`config.mk`:
```
export PLATFORM = sky130hd
export DESIGN_NAME = rr_arb_mux
export DESIGN_NICKNAME = d
export VERILOG_FILES = /design/src/rtl/rr_arb_mux.sv
export SDC_FILE = /design/constraint.sdc
export NUM_CORES = 1
export LEC_CHECK = 0
export CAP_MARGIN = 20
export CORE_ASPECT_RATIO = 1.2
export CORE_MARGIN = 2
export CORE_UTILIZATION = 42
export DETAILED_ROUTE_END_ITERATION = 8
export PLACE_DENSITY = 0.9
export SETUP_SLACK_MARGIN = 0.02
export SYNTH_ARGS = -nofsm -noshare
export SYNTH_HDL_FRONTEND = slang
export SYNTH_SLANG_ARGS = --single-unit
```
`constraint.sdc`:
```
create_clock -name clk -period 3.45 [get_ports clk]
set_clock_uncertainty 0.2 [all_clocks]
set_input_delay 0.8625 -clock clk [delete_from_list [all_inputs] [get_ports clk]]
set_output_delay 0.8625 -clock clk [all_outputs]
set_load 0.005 [all_outputs]
```
`src/rtl/rr_arb_mux.sv`:
```
// rr_arb_mux: N-channel valid/ready arbitrated mux with a one-entry registered output.
// Arbitration is round-robin from the last grant or fixed lowest-index priority.
module rr_arb_mux #(
  parameter int unsigned WIDTH = 8,
  parameter int unsigned N     = 4,
  parameter int unsigned SEL_W = 2
) (
  input  logic                 clk,
  input  logic                 reset_n,
  input  logic [N-1:0]         in_valid,
  input  logic [N*WIDTH-1:0]   in_data,
  output logic [N-1:0]         in_ready,
  input  logic                 prio_mode,
  output logic                 out_valid,
  output logic [WIDTH-1:0]     out_data,
  output logic [SEL_W-1:0]     out_sel,
  input  logic                 out_ready
);

  // Elaboration-time parameter sanity.
  if (N < 2) begin : g_n_check
    $error("rr_arb_mux: N must be at least 2");
  end
  if (SEL_W != $clog2(N)) begin : g_sel_w_check
    $error("rr_arb_mux: SEL_W must equal ceil(log2(N))");
  end

  typedef enum logic {
    EMPTY = 1'b0,
    FULL  = 1'b1
  } state_e;

  state_e             state_q, state_d;
  logic [WIDTH-1:0]   out_data_q, out_data_d;
  logic [SEL_W-1:0]   out_sel_q, out_sel_d;
  logic [SEL_W-1:0]   ptr_q, ptr_d;

  logic [WIDTH-1:0]   data_arr [N];
  logic [SEL_W-1:0]   cand_c;
  logic [SEL_W-1:0]   win_c;
  logic               found_c;
  logic               space_c;
  logic               load_c;

  // Unpack the flat channel data bus into per-channel words.
  for (genvar i = 0; i < N; i++) begin : g_unpack
    assign data_arr[i] = in_data[i*WIDTH +: WIDTH];
  end

  // Winner search: fixed scans from 0, round-robin scans from ptr+1 with wrap.
  always_comb begin
    found_c = 1'b0;
    win_c   = '0;
    cand_c  = '0;
    for (int unsigned k = 0; k < N; k++) begin
      if (prio_mode) begin
        cand_c = SEL_W'(k);
      end else begin
        cand_c = SEL_W'((32'(ptr_q) + 32'd1 + k) % N);
      end
      if (!found_c && in_valid[cand_c]) begin
        found_c = 1'b1;
        win_c   = cand_c;
      end
    end
  end

  // Output stage has room when empty or being drained this cycle.
  assign space_c = (state_q == EMPTY) | out_ready;
  assign load_c  = found_c & space_c;

  // Grant is one-hot on the winner only when the word can be taken.
  always_comb begin
    in_ready = '0;
    if (load_c) begin
      in_ready[win_c] = 1'b1;
    end
  end

  // Next-state and datapath: load beats drain, stall freezes everything.
  always_comb begin
    state_d    = state_q;
    out_data_d = out_data_q;
    out_sel_d  = out_sel_q;
    ptr_d      = ptr_q;
    case (state_q)
      EMPTY: begin
        if (load_c) begin
          state_d = FULL;
        end
      end
      FULL: begin
        if (load_c) begin
          state_d = FULL;
        end else if (out_ready) begin
          state_d = EMPTY;
        end
      end
      default: state_d = EMPTY;
    endcase
    if (load_c) begin
      out_data_d = data_arr[win_c];
      out_sel_d  = win_c;
      ptr_d      = win_c;
    end
  end

  // State and output registers; reset points ptr at N-1 so channel 0 goes first.
  always_ff @(posedge clk or negedge reset_n) begin
    if (!reset_n) begin
      state_q    <= EMPTY;
      out_data_q <= '0;
      out_sel_q  <= '0;
      ptr_q      <= SEL_W'(N - 1);
    end else begin
      state_q    <= state_d;
      out_data_q <= out_data_d;
      out_sel_q  <= out_sel_d;
      ptr_q      <= ptr_d;
    end
  end

  assign out_valid = (state_q == FULL);
  assign out_data  = out_data_q;
  assign out_sel   = out_sel_q;

endmodule

```
; Yosys cells after proc, flatten, opt, wreduce, memory -nomap -nowiden
; Index checks and enable logic that the tools add are counted.
[op_classes]
n_reduce_logical = 7
add_sub_neg = 4
n_mux = 30
magnitude_cmp = 7
bitwise_logic = 4
[ops]
columns = operator, n
row1 = binary-select mux 8 bit (select 2 bit), 1
row2 = 2-to-1 mux 2 bit, 8
row3 = 2-to-1 mux 8 bit, 2
row4 = < comparator 2 x 3 -> 1 bit (second input constant), 5
row5 = 2-to-1 mux 1 bit, 12
row6 = binary-select mux 1 bit (select 2 bit), 4
row7 = adder 2 x 1 -> 2 bit (second input constant), 2
row8 = adder 2 bit (second input constant), 2
row9 = logical AND 1 bit, 4
row10 = 2-to-1 mux 4 bit, 1
row11 = >= comparator 3 bit (second input constant), 1
row12 = zero test 1 bit, 3
row13 = inverter 2 -> 3 bit, 1
row14 = demux 1 bit (select 2 bit), 1
row15 = >= comparator 2 x 1 -> 1 bit (second input constant), 1
row16 = case mux 1 bit (2 select lines), 1
row17 = AND 1 bit, 1
row18 = inverter 1 bit, 1
row19 = bitwise OR 1 bit, 1
[totals]
out_inout_bits = 15
regBits = 13
input_bits = 40
elab_cells = 56

; Longest topological paths before layout
; Gate-level depths: netlist of the first run.
[logic_depth]
ltp_word = 19
depth_mapped = 10
ltp_nobuf = 7

; Worst setup path before layout of the first run
; No wires, ideal clock.
[synth_path]
path_kind = input to output
startpoint = in prio_mode
endpoint = out in_ready[0]
arrival_time_ps = 2318
n_path_buf = 2
stages = 8
path_slack_ps = 69
required_ps = 2388
cell_sequence = or2_2 -> o221a_2 -> a21boi_1 -> o21ai_2 -> and2_4 -> buf_6 -> buf_12 -> and2_2
[synth_via]
elab_chain_cells = 18
word_cells_on_any_way = 33
classes_between = order compare (2) / mux (23) / bitwise (1) / reduce/logical (7)
[synth_rtl]
columns = element, line
row1 = from (decl), 13  ; input logic prio_mode,
row2 = 2-to-1 mux 2 bit, 56  ; if (prio_mode) begin
row3 = binary-select mux 1 bit (select 2 bit), 61  ; if (!found_c && in_valid[cand_c]) begin
row4 = 2-to-1 mux 1 bit (not written as such), 61
row5 = 2-to-1 mux 1 bit, 61
row6 = zero test 1 bit, 61
row7 = logical AND 1 bit, 61
row8 = 2-to-1 mux 1 bit, 61
row9 = zero test 1 bit, 61
row10 = [2 not listed], n/a
row11 = zero test 1 bit, 61
row12 = logical AND 1 bit, 61
row13 = 2-to-1 mux 2 bit, 61
row14 = < comparator 2 x 3 -> 1 bit (not written as such) or >= comparator 2 x 1 -> 1 bit (tied branches), 76  ; in_ready[win_c] = 1'b1;
row15 = logical AND 1 bit (not written as such), 76
row16 = 2-to-1 mux 1 bit (not written as such), 76
row17 = demux 1 bit (select 2 bit), 76
row18 = 2-to-1 mux 4 bit *, 75  ; if (load_c) begin
row19 = to (decl), 12  ; output logic [N-1:0] in_ready,
; Every way passes the cells marked *; elsewhere a longest branch is shown, timed or not. The select of a mux whose other input is x is not followed.

; Final worst setup path of the first run
[layout_path]
startpoint = in prio_mode
endpoint = out in_ready[1]
; Same word-level chain as after synthesis.

==> results.py, run 1 <==
metrics = {
    "worst_setup_path": {
        "cp.required_ns": 2.39,
        "startpoint_type": "primary input",
        "crit_type": "in -> out",
        "reg2regPathDepth": 19,
        "cp.arrival_ns": 2.59,
        "end_kind": "primary output",
        "cp_max_fo": 6,
    },
    "place": {
        "place_inst": 230,
        "hpwl_um": 2830,
        "port_buffers": 54,
        "gp_congestion": 0.832,
        "dpl-instance-area_mm2": 0.00191,
    },
    "die": {
        "dieArea_mm2": 0.00338,
        "die_w_um": 53.4,
        "fp.dieH_um": 63.3,
        "initial_core_util_pct": 44.2,
        "coreArea_mm2": 0.00279,
        "row_count": 21,
        "pin_count": 55,
    },
    "sta": {
        "max_freq_ghz": 0.274,
        "worst_slew_pin_slew_ns": 0.608,
        "setup-tns-final_ns": -0.508,
        "holdWs_ns": 0.304,
        "finalSetupViolCount": 4,
        "period_minus_slack_ns": 3.65,
        "fin_ws_ns": -0.198,
        "max-slew-margin-rel_pct": 59.3,
        "report.final.slew_viol_count": 0,
        "fin_crit_sh_pct": 106,
        "hold_viol_final": 0,
        "rsz0062_at_grt": "yes",
    },
    "global_routing": {
        "grt_overflow": 0,
        "grt_pass1_vias": 1472,
        "grt_usage_pct": 29.2,
        "grt_pass1_wl_um": 7110,
        "antenna_found_initial": 0,
        "grt_max_degree": 15,
    },
    "synth": {
        "async_flop_share_pct": 100,
        "synth_commonest_cells": "nand2_1, dfrtp_1, mux2i_1",
        "synth_cells": 125,
        "ys.flop_type": "dfrtp_1",
        "synth.distinct_cells": 43,
        "syn_area_mm2": 0.00123,
        "seq_area_frac_synth_pct": 26.7,
        "synth_top_area_share_pct": 22.4,
        "synth-seq-cells": 13,
        "syn-num-nets": 165,
        "synth_most_common_cell": "nand2_1",
        "synth_area_leader_cell": "dfrtp_1",
        "post_synth.cell_area_avg_um2": 9.84,
        "synthTopCellsByArea": "dfrtp_1, mux2i_1, o211ai_2, nand2_1, o211ai_1",
        "synth_edf_count": 0,
        "yosysWarningCount": 0,
    },
    "detailed_routing": {
        "drt-wirelength-per-cell_um": 18.4,
        "wl_um": 4770,
        "firstDrtPassIters": 4,
        "ant_nets": 0,
        "drt_first_iter_violations": 51,
        "vias": 1483,
        "viasPerCell": 5.73,
        "drc": 0,
    },
    "worst_hold_path": {
        "hp-class": "reg -> reg",
        "hold_depth": 2,
    },
    "clock_network": {
        "clkTransAtPathRegs_ns": 0.09,
        "cts_tree": "yes",
        "cts_max_path_buffers": 2,
        "htree_levels": 1,
        "cts_buffers": 3,
        "cts.sinks": 13,
        "root_buffer": "clkbuf_4",
        "clk_latency_ns": 0.29,
    },
    "cells_and_area": {
        "nFillCells": 133,
        "nNetsFinal": 266,
        "area_growth_pct": 89.7,
        "layout-drive-gt1-share_pct": 48.9,
        "stdcell_area_mm2": 0.00233,
        "post_layout_nonfiller_instances": 259,
        "antenna_cells": 0,
    },
    "power_and_ir_drop": {
        "net-switching-power_uw": 599,
        "p_leak_nw": 0.998,
        "irDropWorstVdd_mv": 0.541,
        "p_sw_share_pct": 40.8,
        "seqPwrFrac_pct": 20.7,
        "combPwrFrac_pct": 72.6,
        "power_density_mw_per_mm2": 629,
        "finalPower_mw": 1.47,
        "p_int_uw": 868,
        "clkPwrFrac_pct": 6.8,
    },
    "flow_run": {
        "max_cap_violations": 0,
    },
    "run_status": {
        "violations": "setup timing",
        "status": "finished, violations left",
    },
}
metrics by stage:
step	setup slack [ns]	util, %
detailed placement	-0.870	68.6
CTS	-0.0921	79.2
finish	-0.198	83.8
floorplan	0.0694	-
global placement	-0.744	68.6
global route	-0.240	83.8
power groups by stage:
stage          sequential, mW  combinational (mW)  clock (mW)
2_1_floorplan           0.285               0.452           0
3_3_place_gp            0.299               0.731           0
3_5_place_dp            0.302               0.760           0
4_1_cts                 0.302               0.924      0.0976
5_1_grt                 0.311                1.12       0.106
6_report                0.303                1.06      0.0993
area by class of cell:
class	count	area [um2]	area share [%]
clock buffers	3	22.5	0.965
well taps	34	42.5	1.82
multi-input cells	103	962	41.2
clock inverters	1	5.00	0.214
inverters	3	11.3	0.483
flip-flops and latches	13	328	14.0
repair buffers	102	962	41.2
cell usage in the layout, fill, tap and decap left out, types with 4 or more instances in the layout:
cell / count
nand2_1: 16
mux2i_1: 10
nand3b_1: 8
o211ai_2: 8
buf_4: 35
buf_6: 13
dfrtp_1: 11
buf_2: 4
clkdlybuf4s50_1: 45
o211ai_1: 10
routing by layer:
| layer | vias up | track usage [%] | part of all wire, % |
|---|---|---|---|
| met1 | 694 | 31.3 | 36 |
| met3 | 28 | 4.98 | 7.0 |
| met5 | - | 0 | 0 |
| met4 | 0 | 20.5 | 6.1 |
| met2 | 97 | 49.4 | 51 |
| li1 | 664 | - | - |
flip-flops by register name, indices dropped and copies added (netlist names):
signal	flops
out_data	8
out_sel	2
out_valid	1
ptr_q	2
timing repair:
action	4_1_cts	5_1_grt
setup endpoints to repair	4	16
hold endpoints to repair	0	0
hold buffers	0	0
buffers inserted	19	11
pin swaps	15	11
gates resized for setup	71	19
gates cloned	1	0
logic make-up after synthesis:
logic type      count (synthesis)  share of synthesized area, %
simple gates                   50                          22.5
compound gates                 39                          31.2
mux                            14                          12.6
flops                          13                          26.7
buf+inv                         9                          7.02
worst max-delay path, cell delays in order:
cell	delay (ns)
buf_8	0.11
buf_8	0.12
nor2_4	0.16
o211ai_1	0.22
a22oi_4	0.31
mux2i_4	0.32
a21boi_4	0.09
buf_6	0.13
and2_4	0.16
buf_6	0.11
worst paths after layout:
| path | from | to | slack (ns) |
|---|---|---|---|
| worst max-delay path | prio_mode | in_ready[1] | -0.20 |
| worst min-delay path | out_sel[1]$_DFFE_PN0P_ | out_sel[1]$_DFFE_PN0P_ | 0.30 |
| worst max register to register | ptr_q[0]$_DFFE_PN1P_ | out_data[4]$_DFFE_PN0P_ | 0.24 |
| worst min register to register | out_sel[1]$_DFFE_PN0P_ | out_sel[1]$_DFFE_PN0P_ | 0.30 |
| max in group asynchronous | reset_n | out_valid$_DFF_PN0_ | 1.90 |
| min in group asynchronous | reset_n | out_data[2]$_DFFE_PN0P_ | 0.74 |
Note: power is estimated with default switching activity, not from simulation.
==> run 2: changes to the inputs <==
REMOVE_ABC_BUFFERS = 1   (was unset)
==> run 2 against run 1 <==
- the run still ends with setup timing left
- first-iteration DRC count fell by 12%
- critical path depth is the same
- setup slack improved by 0.15 ns
- cell area decreased by 6.0%
- critical path type unchanged
- largest power group unchanged
==> results.py, run 2 (synthesis gave the netlist of run 1 again) <==
metrics = {
    "sta": {
        "worst_slew_pin_slew_ns": 0.623,
        "report.final.slew_viol_count": 0,
        "max_freq_ghz": 0.285,
        "fin_crit_sh_pct": 102,
        "fin_ws_ns": -0.0529,
        "max-slew-margin-rel_pct": 58.4,
        "period_minus_slack_ns": 3.50,
        "setup-tns-final_ns": -0.124,
        "finalSetupViolCount": 3,
        "hold_viol_final": 0,
        "rsz0062_at_grt": "yes",
    },
    "worst_setup_path": {
        "end_kind": "primary output",
        "cpMaxStageDelayCell": "o211ai_1",
        "crit_type": "in -> out",
        "max_stage_delay_ns": 0.30,
        "cpLargestDelayFamily": "compound AO/OA/AOI/OAI gates",
        "crit_path_frequent_cell": "buf_6",
        "cp_max_fo": 7,
        "cp.arrival_ns": 2.44,
        "cp_num_buf_inv": 4,
        "cp_cell_sequence": "buf_8 > buf_6 > o21ba_2 > o211ai_1 > a22oi_4 > buf_6 > mux2i_4 > a21boi_4 > and2_4 > buf_6",
        "startpoint_type": "primary input",
        "cp.required_ns": 2.39,
    },
    "power_and_ir_drop": {
        "power_density_mw_per_mm2": 630,
        "irDropWorstVdd_mv": 0.379,
        "finalPower_mw": 1.38,
        "p_leak_nw": 0.924,
    },
    "detailed_routing": {
        "drc": 0,
        "vias": 1451,
        "firstDrtPassIters": 4,
        "drt_first_iter_violations": 45,
        "drt-wirelength-per-cell_um": 17.8,
        "viasPerCell": 5.71,
        "ant_nets": 0,
        "wl_um": 4520,
    },
    "global_routing": {
        "grt_overflow": 0,
        "grt_pass1_wl_um": 6840,
        "grt_max_degree": 17,
        "grt_usage_pct": 27.0,
        "grt_pass1_vias": 1585,
        "antenna_found_initial": 0,
    },
    "die": {
        "dieArea_mm2": 0.00338,
        "fp.dieH_um": 63.3,
        "die_w_um": 53.4,
        "row_count": 21,
        "coreArea_mm2": 0.00279,
        "initial_core_util_pct": 44.2,
        "pin_count": 55,
    },
    "cells_and_area": {
        "nNetsFinal": 261,
        "antenna_cells": 0,
        "area_growth_pct": 78.3,
        "layout_commonest_cell": "clkdlybuf4s50_1",
        "largest_register_ffs": 8,
        "mostFrequentLayoutCells": "clkdlybuf4s50_1, buf_4, nand2_1",
        "postLayoutCoreUtil_pct": 78.8,
        "layout-drive-gt1-share_pct": 45.5,
        "stdcell_area_mm2": 0.00219,
    },
    "worst_hold_path": {
        "hp-class": "reg -> reg",
    },
    "place": {
        "gp_congestion": 0.842,
        "dpl-instance-area_mm2": 0.00194,
        "hpwl_um": 3060,
        "port_buffers": 54,
        "place_ws_ns": -0.885,
    },
    "run_status": {
        "status": "finished, violations left",
        "violations": "setup timing",
    },
    "clock_network": {
        "postCtsHoldBufs": 0,
        "cts_tree": "yes",
        "cts_buffers": 3,
        "clk_latency_ns": 0.30,
        "htree_levels": 1,
        "cts.sinks": 13,
        "root_buffer": "clkbuf_4",
        "cts_max_path_buffers": 2,
        "clkTransAtPathRegs_ns": 0.09,
    },
    "flow_run": {
        "max_cap_violations": 0,
    },
}
-- run 2: cell types whose count changed in the layout (fill, tap and decap cells not counted), sizes merged --
cell / before / now
buf: 55 / 52
bufbuf: 1 / 0
clkbuf: 4 / 3
-- run 2: per-layer routing --
metal  GRT usage (%)  wire length (um)  up-vias
li1                -                 -      656
met1            29.2              1570      675
met2            46.3              2330      101
met3            6.16               413       19
met4            15.4               210        0
met5               0                 0        -
-- run 2: worst paths after layout --
check,slack (ns),startpoint,depth (start not counted),to
min,0.29,out_sel[1]$_DFFE_PN0P_,2,out_sel[1]$_DFFE_PN0P_
min in group asynchronous,0.74,reset_n,1,out_data[7]$_DFFE_PN0P_
min reg2reg,0.29,out_sel[1]$_DFFE_PN0P_,2,out_sel[1]$_DFFE_PN0P_
max,-0.05,prio_mode,10,in_ready[1]
max in group asynchronous,1.90,reset_n,1,out_data[1]$_DFFE_PN0P_
max reg2reg,0.57,ptr_q[1]$_DFFE_PN1P_,12,out_data[7]$_DFFE_PN0P_
-- run 2: area by class of cell --
class | instances | area (um2)
clock buffer | 3 | 22.5
clock inverter | 1 | 5.00
sequential | 13 | 328
inverter | 3 | 11.3
multi-input combinational | 103 | 926
tap | 34 | 42.5
fill | 161 | 592
timing repair buffer | 97 | 858
-- run 2: tightest hold or removal path, delay by kind of cell, from the launching register on --
kind | cells | cell delay (ns)
flip-flops | 1 | 0.36
AND/OR/NAND/NOR | 2 | 0.11
-- run 2: per-stage QoR --
step / hold WS (ns) / cells
3_5_place_dp: 0.272 / 234
6_report: 0.293 / 254
5_1_grt: 0.333 / 254
4_1_cts: 0.294 / 249
3_3_place_gp: 0.257 / 234
2_1_floorplan: 0.271 / 119
-- run 2: power breakdown --
part           internal [mW]  switching, mW  total, mW
clock network         0.0432         0.0626      0.106
registers              0.231         0.0745      0.306
logic                  0.535          0.435      0.970
-- run 2: repair_timing --
item,4_1_cts,5_1_grt
gates resized for setup,62,7
buffers inserted,11,5
hold endpoints to repair,0,0
pin swaps,11,8
endpoints found under the setup margin,4,4
==> run 3: changes to the inputs <==
REMOVE_ABC_BUFFERS = unset   (was 1)
==> results of run 3 <==
Final layout, timing and power as in run 1 (identical DEF).
